[config.mk]
export PLATFORM = sky130hd
export DESIGN_NAME = uart_byte_rx
export DESIGN_NICKNAME = d
export VERILOG_FILES = /design/src/rtl/uart_byte_rx.sv
export SDC_FILE = /design/constraint.sdc
export NUM_CORES = 1
export LEC_CHECK = 0
export CORE_AREA = 2 2 66 68
export DETAILED_ROUTE_END_ITERATION = 8
export DIE_AREA = 0 0 68 70
export PLACE_DENSITY = 0.67
export RECOVER_POWER = 100
export SKIP_LAST_GASP = 1
export SYNTH_ARGS = -nofsm -noshare
export SYNTH_HDL_FRONTEND = slang
export SYNTH_SLANG_ARGS = --single-unit
[constraint.sdc]
create_clock -name clk -period 5.3 [get_ports clk]
set_input_delay 1.06 -clock clk [delete_from_list [all_inputs] [get_ports clk]]
set_output_delay 1.06 -clock clk [all_outputs]
set_load 0.005 [all_outputs]
[src/rtl/uart_byte_rx.sv]
// 8N1 UART byte receiver with a 2-flop input synchronizer and a centre-sampling FSM.
// Define UART_RX_MAJORITY_EN to take each sample decision as a 2-of-3 vote over the last three rx_s samples.
module uart_byte_rx #(
  parameter int unsigned CLKS_PER_BIT = 868
) (
  input  logic       clk,
  input  logic       reset,
  input  logic       rx,
  output logic [7:0] byte_out,
  output logic       byte_end,
  output logic       frame_err
);

  localparam logic [15:0] C_BIT_LAST  = 16'(CLKS_PER_BIT - 1);
  localparam logic [15:0] C_HALF_LAST = 16'((CLKS_PER_BIT / 2) - 1);

  typedef enum logic [2:0] {
    S_IDLE  = 3'd0,
    S_START = 3'd1,
    S_DATA  = 3'd2,
    S_STOP  = 3'd3,
    S_LOAD  = 3'd4,
    S_DONE  = 3'd5,
    S_BREAK = 3'd6
  } state_t;

  state_t      r_state;
  state_t      w_state_nxt;
  logic        r_rx_meta;
  logic        r_rx_s;
  logic [15:0] r_cnt;
  logic [15:0] w_cnt_nxt;
  logic [2:0]  r_idx;
  logic [2:0]  w_idx_nxt;
  logic [7:0]  r_shift;
  logic [7:0]  w_shift_nxt;
  logic [7:0]  r_byte_out;
  logic [7:0]  w_byte_nxt;
  logic        r_byte_end;
  logic        w_end_nxt;
  logic        r_frame_err;
  logic        w_err_nxt;
  logic        w_sample;

  // Two-flop synchronizer for the asynchronous serial line (idles high)
  always_ff @(posedge clk) begin
    if (reset) begin
      r_rx_meta <= 1'b1;
      r_rx_s    <= 1'b1;
    end else begin
      r_rx_meta <= rx;
      r_rx_s    <= r_rx_meta;
    end
  end

`ifdef UART_RX_MAJORITY_EN
  logic [1:0] r_hist;

  function automatic logic maj3(input logic a, input logic b, input logic c);
    return (a & b) | (a & c) | (b & c);
  endfunction

  // r_hist[0] holds rx_s from one cycle back, r_hist[1] from two cycles back
  always_ff @(posedge clk) begin
    if (reset) begin
      r_hist <= 2'b11;
    end else begin
      r_hist <= {r_hist[0], r_rx_s};
    end
  end

  assign w_sample = maj3(r_rx_s, r_hist[0], r_hist[1]);
`else
  assign w_sample = r_rx_s;
`endif

  // Next-state and datapath decode; pulses default low so they last one cycle
  always_comb begin
    w_state_nxt = r_state;
    w_cnt_nxt   = r_cnt;
    w_idx_nxt   = r_idx;
    w_shift_nxt = r_shift;
    w_byte_nxt  = r_byte_out;
    w_end_nxt   = 1'b0;
    w_err_nxt   = 1'b0;
    case (r_state)
      S_IDLE: begin
        w_cnt_nxt = 16'd0;
        w_idx_nxt = 3'd0;
        if (!r_rx_s) begin
          w_state_nxt = S_START;
        end else begin
          w_state_nxt = S_IDLE;
        end
      end
      S_START: begin
        if (r_cnt == C_HALF_LAST) begin
          w_cnt_nxt = 16'd0;
          w_idx_nxt = 3'd0;
          if (!w_sample) begin
            w_state_nxt = S_DATA;
          end else begin
            w_state_nxt = S_IDLE;
          end
        end else begin
          w_cnt_nxt = r_cnt + 16'd1;
        end
      end
      S_DATA: begin
        if (r_cnt == C_BIT_LAST) begin
          w_cnt_nxt   = 16'd0;
          w_shift_nxt = {w_sample, r_shift[7:1]};
          w_idx_nxt   = r_idx + 3'd1;
          if (r_idx == 3'd7) begin
            w_state_nxt = S_STOP;
          end else begin
            w_state_nxt = S_DATA;
          end
        end else begin
          w_cnt_nxt = r_cnt + 16'd1;
        end
      end
      S_STOP: begin
        if (r_cnt == C_BIT_LAST) begin
          w_cnt_nxt = 16'd0;
          if (w_sample) begin
            // byte_out is updated on entry to LOAD, a full cycle ahead of byte_end
            w_byte_nxt  = r_shift;
            w_state_nxt = S_LOAD;
          end else begin
            w_err_nxt   = 1'b1;
            w_state_nxt = S_BREAK;
          end
        end else begin
          w_cnt_nxt = r_cnt + 16'd1;
        end
      end
      S_LOAD: begin
        w_end_nxt   = 1'b1;
        w_state_nxt = S_DONE;
      end
      S_DONE: begin
        w_state_nxt = S_IDLE;
      end
      S_BREAK: begin
        if (r_rx_s) begin
          w_state_nxt = S_IDLE;
        end else begin
          w_state_nxt = S_BREAK;
        end
      end
      default: begin
        w_state_nxt = S_IDLE;
      end
    endcase
  end

  // State, datapath and registered output updates
  always_ff @(posedge clk) begin
    if (reset) begin
      r_state     <= S_IDLE;
      r_cnt       <= 16'd0;
      r_idx       <= 3'd0;
      r_shift     <= 8'h00;
      r_byte_out  <= 8'h00;
      r_byte_end  <= 1'b0;
      r_frame_err <= 1'b0;
    end else begin
      r_state     <= w_state_nxt;
      r_cnt       <= w_cnt_nxt;
      r_idx       <= w_idx_nxt;
      r_shift     <= w_shift_nxt;
      r_byte_out  <= w_byte_nxt;
      r_byte_end  <= w_end_nxt;
      r_frame_err <= w_err_nxt;
    end
  end

  assign byte_out  = r_byte_out;
  assign byte_end  = r_byte_end;
  assign frame_err = r_frame_err;

endmodule

After elaboration in Yosys (flattened, before gate mapping)
Index checks and enable logic that the tools add are counted.
- input port bits: 3
- word-level logic and storage cells: 50
- bits in registers: 42
- multiplexer cells: 17
- $add $sub $neg: 2
- bitwise operators: 2
- equality and inequality tests: 11
- reductions and logical operators: 9
- operators with widths (cell ; number):
    case mux 16 bit (3 select lines) ; 1
    two-way mux 16 bit ; 2
    two-way mux 3 bit ; 6
    case mux 3 bit (6 select lines) ; 1
    adder 16 x 1 -> 16 bit, second input constant ; 1
    == test 16 x 10 -> 1 bit, second input constant ; 1
    == test 16 x 9 -> 1 bit, second input constant ; 1
    == test 3 bit, second input constant ; 3
    case mux 3 bit (3 select lines) ; 1
    AND reduction 3 bit ; 3
    == test 3 x 2 -> 1 bit, second input constant ; 2
    != test 2 bit, second input constant ; 3
    nonzero test 3 bit ; 2
    two-way mux 1 bit ; 4
    two-way mux 2 bit ; 2
    adder 3 x 1 -> 3 bit, second input constant ; 1
    == test 3 x 1 -> 1 bit, second input constant ; 1
    logical NOT 3 bit ; 1
    OR reduction 3 bit ; 1
    NOT 1 bit ; 2
    AND reduction 2 bit ; 1
    OR reduction 2 bit ; 1

Depth between registers and ports, before layout
Gate-level depths: netlist of the first run.
- depth after elaboration: 4
- mapped depth: 7
- depth with buffers taken out: 7

Least setup slack after synthesis of the first run
OpenSTA, ideal clock, no wires.
- kind: register to register
- start point: register r_cnt[0]
- end point: register r_byte_out[0], in the netlist byte_out[0]
- period minus slack after synthesis: 1.834 ns
- path slack: 3.466 ns
- cell stages (with the launch flop): 7
- arrival time: 1.706 ns
- setup time: 0.128 ns
- buffers on the path: 0
- path through: dfxtp_1 -> ha_1 -> and4_1 -> nand4_2 -> nor4_4 -> mux2i_1 -> nor2_1
- longest elaborated chain between the ends: 2
- ends and longest elaborated chain (what ; RTL line ; text):
    from (decl) ; 31 ; logic [15:0] r_cnt;
    from (signal assigned) ; 170 ; r_cnt <= w_cnt_nxt;
    == test 16 x 10 -> 1 bit ; 124 ; if (r_cnt == C_BIT_LAST) begin
    AND reduction 3 bit (no source line) ; -- ;
    to (signal assigned) ; 173 ; r_byte_out <= w_byte_nxt;
    to (decl) ; 37 ; logic [7:0] r_byte_out;
No other way between the ends.
A chain may end at the register's enable or synchronous reset.

==> results of run 1 <==
-- power by group --
group          internal, W  switching [W]  total [W]
logic            0.0000369      0.0000684   0.000105
clock network    0.0000978       0.000123   0.000221
registers         0.000327      0.0000194   0.000347
-- routing by layer --
| layer | wire length [um] | GRT usage, % | vias up |
|---|---|---|---|
| met2 | 1450 | 23.4 | 30 |
| met4 | 64 | 6.67 | 0 |
| met1 | 1790 | 23.0 | 675 |
| met3 | 143 | 4.83 | 7 |
| met5 | 0 | 0 | - |
| li1 | - | - | 756 |
-- cell usage in the layout (no fill, tap or decap), types with 4 or more instances in the layout --
cell,instances
dlygate4sd3_1,11
clkbuf_8,5
and3_1,4
ha_1,4
nand3_1,8
nor4_4,4
nand4_1,6
inv_1,7
mux2i_1,16
a21oi_1,6
xor2_1,9
nor3_1,5
o31ai_1,6
dfxtp_1,42
nand2_1,17
nor2_1,33
-- synth_stat cells (all sizes together), types with 6 or more instances --
master / instances / area (sq um)
o31ai: 6 / 58.8
nor3: 6 / 35.0
a21oi: 6 / 30.0
nor2: 33 / 124
dfxtp: 42 / 841
nand2: 17 / 63.8
xor2: 9 / 78.8
nand4: 7 / 50.1
nand3: 8 / 40.0
inv: 7 / 26.3
mux2i: 16 / 160
-- sequential cells by signal (all words and copies together) (netlist names) --
signal	flops
byte_out	8
r_cnt	16
r_state	3
byte_end	1
frame_err	1
r_idx	3
r_shift	8
r_rx_meta	1
r_rx_s	1
-- worst max-delay path by stage --
stage | from | endpoint | slack, ns | cells past startpoint
CTS | byte_out[5] | byte_out[5] | 3.07 | 1
finish | reset | r_cnt[5] | 2.08 | 5
detailed placement | reset | r_cnt[5] | 2.86 | 5
global placement | reset | r_cnt[7] | 2.88 | 5
global route | reset | r_cnt[11] | 1.81 | 5
floorplan | r_cnt[0] | byte_out[0] | 3.47 | 6
-- critical path, delay by kind of cell --
| family | cells | cell delay, ns |
|---|---|---|
| AOI/OAI and AO/OA | 1 | 0.33 |
| buffers and inverters | 3 | 1.87 |
| and+or+nand+nor | 1 | 0.12 |
-- area by class of cell --
| class | count | area [sq um] | share of cell area [%] |
|---|---|---|---|
| Sequential cell | 42 | 841 | 38.7 |
| Multi-Input combinational cell | 151 | 1010 | 46.7 |
| Clock inverter | 3 | 26.3 | 1.21 |
| Timing Repair Buffer | 14 | 131 | 6.04 |
| Inverter | 7 | 26.3 | 1.21 |
| Clock buffer | 5 | 68.8 | 3.17 |
| Tap cell | 52 | 65.1 | 2.99 |
-- per-stage QoR --
stage	cell area [sq um]	total power (W)	std cells	utilization [%]
2_1_floorplan	1950	0.000446	210	-
3_3_place_gp	2100	0.000467	266	50.6
3_5_place_dp	2100	0.000467	266	50.6
4_1_cts	2190	0.000690	274	52.9
5_1_grt	2170	0.000713	274	52.4
6_report	2170	0.000673	274	52.4
-- kinds of logic (layout without fill, tap and decap cells) --
logic type / after synthesis / after routing / share of synthesized area, %
buffers and inverters: 17 / 29 / 4.17
muxes: 16 / 16 / 8.21
xor gates and xnor gates: 11 / 11 / 4.94
adders and majority gates: 4 / 4 / 2.57
DFF: 42 / 42 / 43.1
AOI/OAI and AO/OA: 26 / 26 / 9.49
and+or+nand+nor: 94 / 94 / 27.5
==> reports/qor.csv, run 1 <==
stage;metric;value;unit
synth;synthesized cell area;1950;sq um
sta;final setup margin;2.08;ns
flow_run;Max-cap violations;0;
drt;Routed Antenna Nets;0;
clock_tree;clock slew at reported path FFs;0.09;ns
placed_design;global placer's final weighted congestion;0.840;
clock_tree;worst-skew pair later-pin latency;0.30;ns
clock_tree;CTS Sinks;42;
grt;grt ovf;0;
power_and_ir_drop;pwr dens;310;nW/um^2
floorplan;core box area;4140;sq um
synth;Syn. warnings;0;
hold_path;HP Class;flip-flop to flip-flop;
drt;initial DRC count;115;
status;status;finished, final reports clean;
floorplan;Die Height;70;um
synth;Avg Inst Size Synth;9.29;sq um
hold_path;Hold Path Depth;1;
finish;area grow syn2layout;11.4;%
synth;sequential share of the synthesized area;43.1;%
sta;setup TNS;0;ns
sta;Least-Margin Pin Slew;1.33;ns
sta;endpoints failing hold;0;
clock_tree;Hold Buf Count CTS;0;
sta;Max Freq;311;MHz
sta;fin crit period;3.22;ns
synth;Mapped Nets;217;
placed_design;Detailed Place HPWL;2350;um
worst_setup_path;CP max stage delay;0.97;ns
sta;Layout Skew;0.00319;ns
sta;RSZ-0062 raised after global routing;false;
synth;EDFF count, synth;0;
grt;initial antenna violation count;0;
grt;vias in the first global route;1275;
finish;FILL cells;394;
drt;via count;1468;
finish;n_diodes;0;
placed_design;Port Buf Inserts;12;
synth;Distinct cells, synth;40;
drt;vias per inst;5.36;
power_and_ir_drop;peak supply drop;0.135;mV
sta;slew margin rel.;11.1;%
clock_tree;post-cts resize count;0;
clock_tree;CTS tree;built;
grt;first-pass GRT wire length;5980;um
hold_path;Worst Hold Launch;r_rx_meta;
floorplan;Die Wd;68;um
floorplan;row count;24;
clock_tree;Post-CTS Repair Setup Buffers;0;
finish;nets@finish;228;
sta;Final setup viols;0;
floorplan;I/O pin cnt;13;
drt;WL final;3450;um
worst_setup_path;worst setup path class;primary input to flip-flop;
power_and_ir_drop;Leak Pwr;0.817;nW
worst_setup_path;r2r setup slk;2.93;ns
synth;register bit total from synthesis;42;
clock_tree;clock root buffer;clkbuf_8;
synth;Post-synth ARST share;0;%
finish;share of cells above drive strength 1;9.01;%
drt;Avg WL per Cell;12.6;um
clock_tree;maximum buffer depth of the clock tree;2;
worst_setup_path;Arrival @ worst endpoint;3.39;ns
worst_setup_path;Worst Path Required;5.47;ns
synth;top_reg_cell synth;dfxtp_1;
worst_setup_path;Reg-to-Reg Start;r_cnt[0];
sta;Slew Limit Fails;0;
floorplan;Initial Utilization;47.1;%
worst_setup_path;Slowest cell on crit path;clkbuf_1;
grt;GRT Util Overall;16.4;%
worst_setup_path;RR Endpoint;r_cnt[5];
worst_setup_path;crit-path max FO;33;
grt;largest net degree at the start of global routing;34;
drt;DRC viols;0;
placed_design;setup slack at placement;2.86;ns
worst_setup_path;Critical Path Source Type;primary input;
worst_setup_path;worst-path cell chain;dlygate4sd3_1 > clkbuf_1 > inv_1 > o31ai_1 > nor2_1;
clock_tree;total CTS buffers;5;
worst_setup_path;reg2reg path depth;6;
clock_tree;H-tree lvl count;2;
sta;hold_ws;0.432;ns
synth;Mapped Cells;210;
sta;period utilization;60.7;%
floorplan;Die Area;4760;sq um
worst_setup_path;Worst Setup End Kind;flip-flop;
drt;first drt pass iteration count;4;
hold_path;hold path endpoint;r_rx_s;
Note: power is estimated with default switching activity, not from simulation.
==> inputs of run 2 (changes only) <==
==> constraint.sdc (replaced) <==
create_clock -name clk -period 3.1 [get_ports clk]
set_input_delay 0.62 -clock clk [delete_from_list [all_inputs] [get_ports clk]]
set_output_delay 0.62 -clock clk [all_outputs]
set_load 0.005 [all_outputs]
==> reports/qor.csv, run 2 (synthesized netlist as in run 1, its figures left out) <==
stage;metric;value;unit;change
status;status;finished, final reports clean;;unchanged
power_and_ir_drop;Design Power;0.00120;W;was 0.000673 W
floorplan;Die Area;4760;sq um;unchanged
finish;commonest non-fill, non-tap cell in the layout;dfxtp_1;;unchanged
drt;initial DRC count;92;;was 115
finish;nets@finish;229;;was 228
sta;fin crit period;2.48;ns;
floorplan;core box area;4140;sq um;unchanged
drt;DRC viols;0;;unchanged
worst_setup_path;reg2reg path depth;6;;unchanged
flow_run;Max-cap violations;0;;unchanged
clock_tree;CTS tree;built;;unchanged
floorplan;Initial Utilization;47.1;%;unchanged
clock_tree;worst-skew pair later-pin latency;0.30;ns;about the same
clock_tree;total CTS buffers;5;;unchanged
power_and_ir_drop;Leak Pwr;0.794;nW;was 0.817 nW
grt;GRT Util Overall;17.8;%;was 16.4%
sta;Final setup viols;0;;unchanged
clock_tree;CTS Sinks;42;;unchanged
drt;via count;1420;;was 1468
sta;setup TNS;0;ns;unchanged
placed_design;global placer's final weighted congestion;0.754;;was 0.840
worst_setup_path;Arrival @ worst endpoint;2.67;ns;was 3.39 ns
floorplan;Die Height;70;um;unchanged
clock_tree;maximum buffer depth of the clock tree;2;;unchanged
grt;grt ovf;0;;unchanged
grt;initial antenna violation count;0;;unchanged
floorplan;Die Wd;68;um;unchanged
sta;period utilization;80.1;%;
drt;Routed Antenna Nets;0;;unchanged
floorplan;I/O pin cnt;13;;unchanged
sta;endpoints failing hold;0;;unchanged
drt;first drt pass iteration count;4;;unchanged
placed_design;Detailed Place HPWL;2600;um;was 2350 um
sta;slew margin rel.;18.9;%;was 11.1%
worst_setup_path;Worst Path Required;3.29;ns;was 5.47 ns
sta;RSZ-0062 raised after global routing;false;;unchanged
worst_setup_path;Worst Setup End Kind;flip-flop;;unchanged
worst_setup_path;crit-path max FO;8;;was 33
hold_path;HP Class;flip-flop to flip-flop;;unchanged
finish;share of cells above drive strength 1;8.52;%;was 9.01%
finish;FILL cells;407;;was 394
clock_tree;clock root buffer;clkbuf_8;;unchanged
floorplan;row count;24;;unchanged
power_and_ir_drop;peak supply drop;0.367;mV;was 0.135 mV
finish;footprint of the multi-input gates;1000;sq um;was 1010 sq um
sta;Max Freq;403;MHz;
drt;vias per inst;5.16;;was 5.36
grt;first-pass GRT wire length;6400;um;was 5980 um
finish;most frequent cells in the layout;dfxtp_1 (42), nor2_1 (33), nand2_1 (17);;unchanged
power_and_ir_drop;pwr dens;552;nW/um^2;was 310 nW/um^2
finish;register area;841;sq um;unchanged
clock_tree;Post-CTS Repair Setup Buffers;0;;unchanged
clock_tree;H-tree lvl count;2;;unchanged
sta;Least-Margin Pin Slew;1.21;ns;was 1.33 ns
drt;WL final;3660;um;was 3450 um
clock_tree;clock slew at reported path FFs;0.08;ns;was 0.09 ns
sta;final setup margin;0.616;ns;was 2.08 ns
finish;area grow syn2layout;11.5;%;was 11.4%
placed_design;Port Buf Inserts;12;;unchanged
finish;max FFs per register;16;;unchanged
sta;Slew Limit Fails;0;;unchanged
grt;vias in the first global route;1366;;was 1275
hold_path;Hold Path Depth;1;;unchanged
finish;Largest Register;r_cnt;;unchanged
clock_tree;Hold Buf Count CTS;0;;unchanged
finish;n_diodes;0;;unchanged
grt;largest net degree at the start of global routing;21;;was 34
drt;Avg WL per Cell;13.3;um;was 12.6 um
worst_setup_path;worst setup path class;flip-flop to flip-flop;;was primary input to flip-flop
worst_setup_path;Critical Path Source Type;flip-flop;;was primary input
placed_design;setup slack at placement;0.961;ns;was 2.86 ns
sta;Layout Skew;0.00287;ns;was 0.00319 ns
clock_tree;post-cts resize count;0;;unchanged
-- run 2: cell count changes in the layout (fill, tap and decap cells not counted), sizes merged --
cell / delta
clkinv: +2
inv: -3
bufinv: +1
clkbuf: +1
-- run 2: layout make-up --
cell class / count / area share (%)
multi-input cells: 151 / 45.9
flip-flops and latches: 42 / 38.6
repair buffers: 15 / 6.21
clock buffers: 5 / 3.16
well taps: 52 / 2.99
clock inverters: 3 / 1.84
inverters: 7 / 1.21
-- run 2: power by group --
| part | leakage, nW | switching (W) | internal [W] |
|---|---|---|---|
| Combinational | 0.397 | 0.000118 | 0.0000633 |
| Sequential | 0.339 | 0.0000337 | 0.000560 |
| Clock | 0.0579 | 0.000188 | 0.000237 |
| Total | 0.794 | 0.000340 | 0.000860 |
-- run 2: routing by layer --
| metal | routed length (um) | track usage [%] |
|---|---|---|
| met2 | 1600 | 24.8 |
| met1 | 1860 | 25.5 |
| met5 | 0 | 0 |
| met3 | 99 | 3.86 |
| met4 | 99 | 9.33 |
-- run 2: per-stage QoR --
stage	util, %	instance area, sq um	std cells	hold slack, ns
global placement	50.8	2100	267	0.394
global route	52.5	2180	275	0.435
finish	52.5	2180	275	0.416
detailed placement	50.8	2100	267	0.403
CTS	53.4	2210	275	0.421
floorplan	-	1950	210	0.389
-- run 2: critical path, stage by stage (launching register included) --
cell     delay, ns
dfxtp_1       0.41
ha_1          0.30
and4_1        0.23
nand4_1       0.15
nor4_2        0.94
mux2i_1       0.29
nor2_1        0.05
-- run 2: worst paths after layout --
kind / from / end / slack, ns
setup reg to reg: r_cnt[0] / byte_out[0] / 0.62
hold reg to reg: r_rx_meta / r_rx_s / 0.42
hold / removal: r_rx_meta / r_rx_s / 0.42
setup / recovery: r_cnt[0] / byte_out[0] / 0.62
==> inputs of run 3 (changes only) <==
==> constraint.sdc (replaced) <==
create_clock -name clk -period 2.3 [get_ports clk]
set_input_delay 0.46 -clock clk [delete_from_list [all_inputs] [get_ports clk]]
set_output_delay 0.46 -clock clk [all_outputs]
set_load 0.005 [all_outputs]
==> reports/qor.csv, run 3 (synthesized netlist as in run 1, its figures left out) <==
stage;metric;value;unit;change
floorplan;Initial Utilization;47.1;%;unchanged
floorplan;Die Height;70;um;unchanged
placed_design;Port Buf Inserts;12;;unchanged
grt;vias in the first global route;1292;;was 1366
finish;utilization after layout;53.0;%;was 52.5%
drt;DR WL met3;184;um;was 99 um
worst_setup_path;Slowest cell on crit path;nor2_1;;was nor4_2
worst_setup_path;crit-path max FO;8;;unchanged
floorplan;Die Wd;68;um;unchanged
sta;Slew Limit Fails;0;;unchanged
sta;Max Freq;478;MHz;was 403 MHz
worst_setup_path;Critical Path Source Type;flip-flop;;unchanged
sta;endpoints failing hold;0;;unchanged
clock_tree;CTS tree;built;;unchanged
power_and_ir_drop;pwr dens;713;nW/um^2;was 552 nW/um^2
clock_tree;clock slew at reported path FFs;0.09;ns;was 0.08 ns
drt;via count;1463;;was 1420
clock_tree;H-tree lvl count;2;;unchanged
finish;commonest non-fill, non-tap cell in the layout;dfxtp_1;;unchanged
clock_tree;Post-CTS Repair Setup Buffers;0;;unchanged
worst_setup_path;CP max stage delay;0.42;ns;was 0.94 ns
sta;Final setup viols;0;;unchanged
power_and_ir_drop;peak supply drop;0.435;mV;was 0.367 mV
worst_setup_path;Worst Setup End Kind;flip-flop;;unchanged
hold_path;HP Class;flip-flop to flip-flop;;unchanged
drt;first drt pass iteration count;4;;unchanged
grt;first-pass GRT wire length;6270;um;was 6400 um
finish;most frequent cells in the layout;dfxtp_1 (42), nor2_1 (33), nand2_1 (17);;unchanged
drt;vias per inst;5.26;;was 5.16
placed_design;Detailed Place HPWL;2580;um;was 2600 um
drt;initial DRC count;75;;was 92
sta;setup TNS;0;ns;unchanged
floorplan;core box area;4140;sq um;unchanged
sta;RSZ-0062 raised after global routing;false;;unchanged
finish;share of cells above drive strength 1;10.6;%;was 8.52%
worst_setup_path;worst-path cell chain;ha_1 > and3_1 > nand4_1 > and2_0 > nor2_1 > a221oi_1;;was ha_1 > and4_1 > nand4_1 > nor4_2 > mux2i_1 > nor2_1
clock_tree;worst-skew pair later-pin latency;0.30;ns;about the same
clock_tree;CTS Sinks;42;;unchanged
placed_design;global placer's final weighted congestion;0.793;;was 0.754
worst_setup_path;crit path launch;r_cnt[0];;unchanged
status;status;finished, final reports clean;;unchanged
finish;area grow syn2layout;12.5;%;was 11.5%
drt;uppermost layer routed;met4;;unchanged
sta;Least-Margin Pin Slew;0.533;ns;was 1.21 ns
floorplan;Die Area;4760;sq um;unchanged
flow_run;Max-cap violations;0;;unchanged
hold_path;Worst Hold Launch;r_rx_meta;;unchanged
grt;initial antenna violation count;0;;unchanged
drt;WL final;3610;um;was 3660 um
clock_tree;Hold Buf Count CTS;0;;unchanged
finish;max FFs per register;16;;unchanged
worst_setup_path;Reg-to-Reg Start;r_cnt[0];;unchanged
clock_tree;post-cts resize count;0;;unchanged
grt;largest net degree at the start of global routing;19;;was 21
sta;fin crit period;2.09;ns;was 2.48 ns
floorplan;row count;24;;unchanged
drt;metal2 WL;1650;um;was 1600 um
clock_tree;clock root buffer;clkbuf_8;;unchanged
worst_setup_path;Worst Path Required;2.46;ns;was 3.29 ns
worst_setup_path;worst setup path class;flip-flop to flip-flop;;unchanged
sta;period utilization;91.0;%;was 80.1%
sta;slew margin rel.;64.4;%;was 18.9%
floorplan;I/O pin cnt;13;;unchanged
drt;Avg WL per Cell;13.0;um;was 13.3 um
sta;Layout Skew;0.00655;ns;was 0.00287 ns
drt;M1 WL;1730;um;was 1860 um
power_and_ir_drop;Leak Pwr;0.809;nW;was 0.794 nW
clock_tree;total CTS buffers;5;;unchanged
finish;nets@finish;232;;was 229
clock_tree;maximum buffer depth of the clock tree;2;;unchanged
grt;grt ovf;0;;unchanged
grt;GRT Util Overall;17.4;%;was 17.8%
finish;n_diodes;0;;unchanged
drt;DRC viols;0;;unchanged
worst_setup_path;Arrival @ worst endpoint;2.25;ns;was 2.67 ns
finish;Largest Register;r_cnt;;unchanged
drt;Routed Antenna Nets;0;;unchanged
-- run 3: cell types whose count changed in the layout (fill, tap and decap cells not counted), sizes merged --
cell	previous run	this run
inv	7	10
bufinv	1	0
clkinv	2	0
buf	1	4
-- run 3: final timing paths --
kind	to	slack, ns	depth (start not counted)
min reg2reg	r_rx_s	0.42	1
max	r_state[0]	0.21	6
min	r_rx_s	0.42	1
max reg2reg	r_state[0]	0.21	6
-- run 3: layout make-up --
cell class	count	area, sq um
multi-input combinational	151	1010
clock buffer	5	68.8
timing repair buffer	18	160
inverter	7	26.3
fill	403	1950
sequential	42	841
tap	52	65.1
clock inverter	3	26.3
-- run 3: per-stage QoR --
stage	std cells	power, W	hold slack (ns)	instance area [sq um]	worst slack [ns]
finish	278	0.00156	0.416	2190	0.206
global route	278	0.00165	0.447	2190	0.0218
CTS	278	0.00159	0.420	2220	0.219
detailed placement	270	0.00108	0.400	2130	0.249
global placement	270	0.00108	0.391	2130	0.270
floorplan	210	0.00103	0.389	1950	0.466
-- run 3: metal layers --
layer | up-vias | track usage (%)
met5 | - | 0
met4 | 0 | 5.33
met3 | 4 | 5.64
met2 | 31 | 25.6
met1 | 666 | 24.2
li1 | 762 | -
-- run 3: worst max-delay path: cells and delay by family (launching register included) --
kind | cells | cell delay, ns
AO/OA/AOI/OAI | 1 | 0.14
adder cells (fa/ha/maj) | 1 | 0.31
flip-flops | 1 | 0.41
AND/OR/NAND/NOR | 4 | 1.10
-- run 3: power by group --
group | switching, W | internal [W] | leakage [nW]
logic | 0.000165 | 0.0000920 | 0.420
registers | 0.0000465 | 0.000755 | 0.339
clock network | 0.000281 | 0.000225 | 0.0495
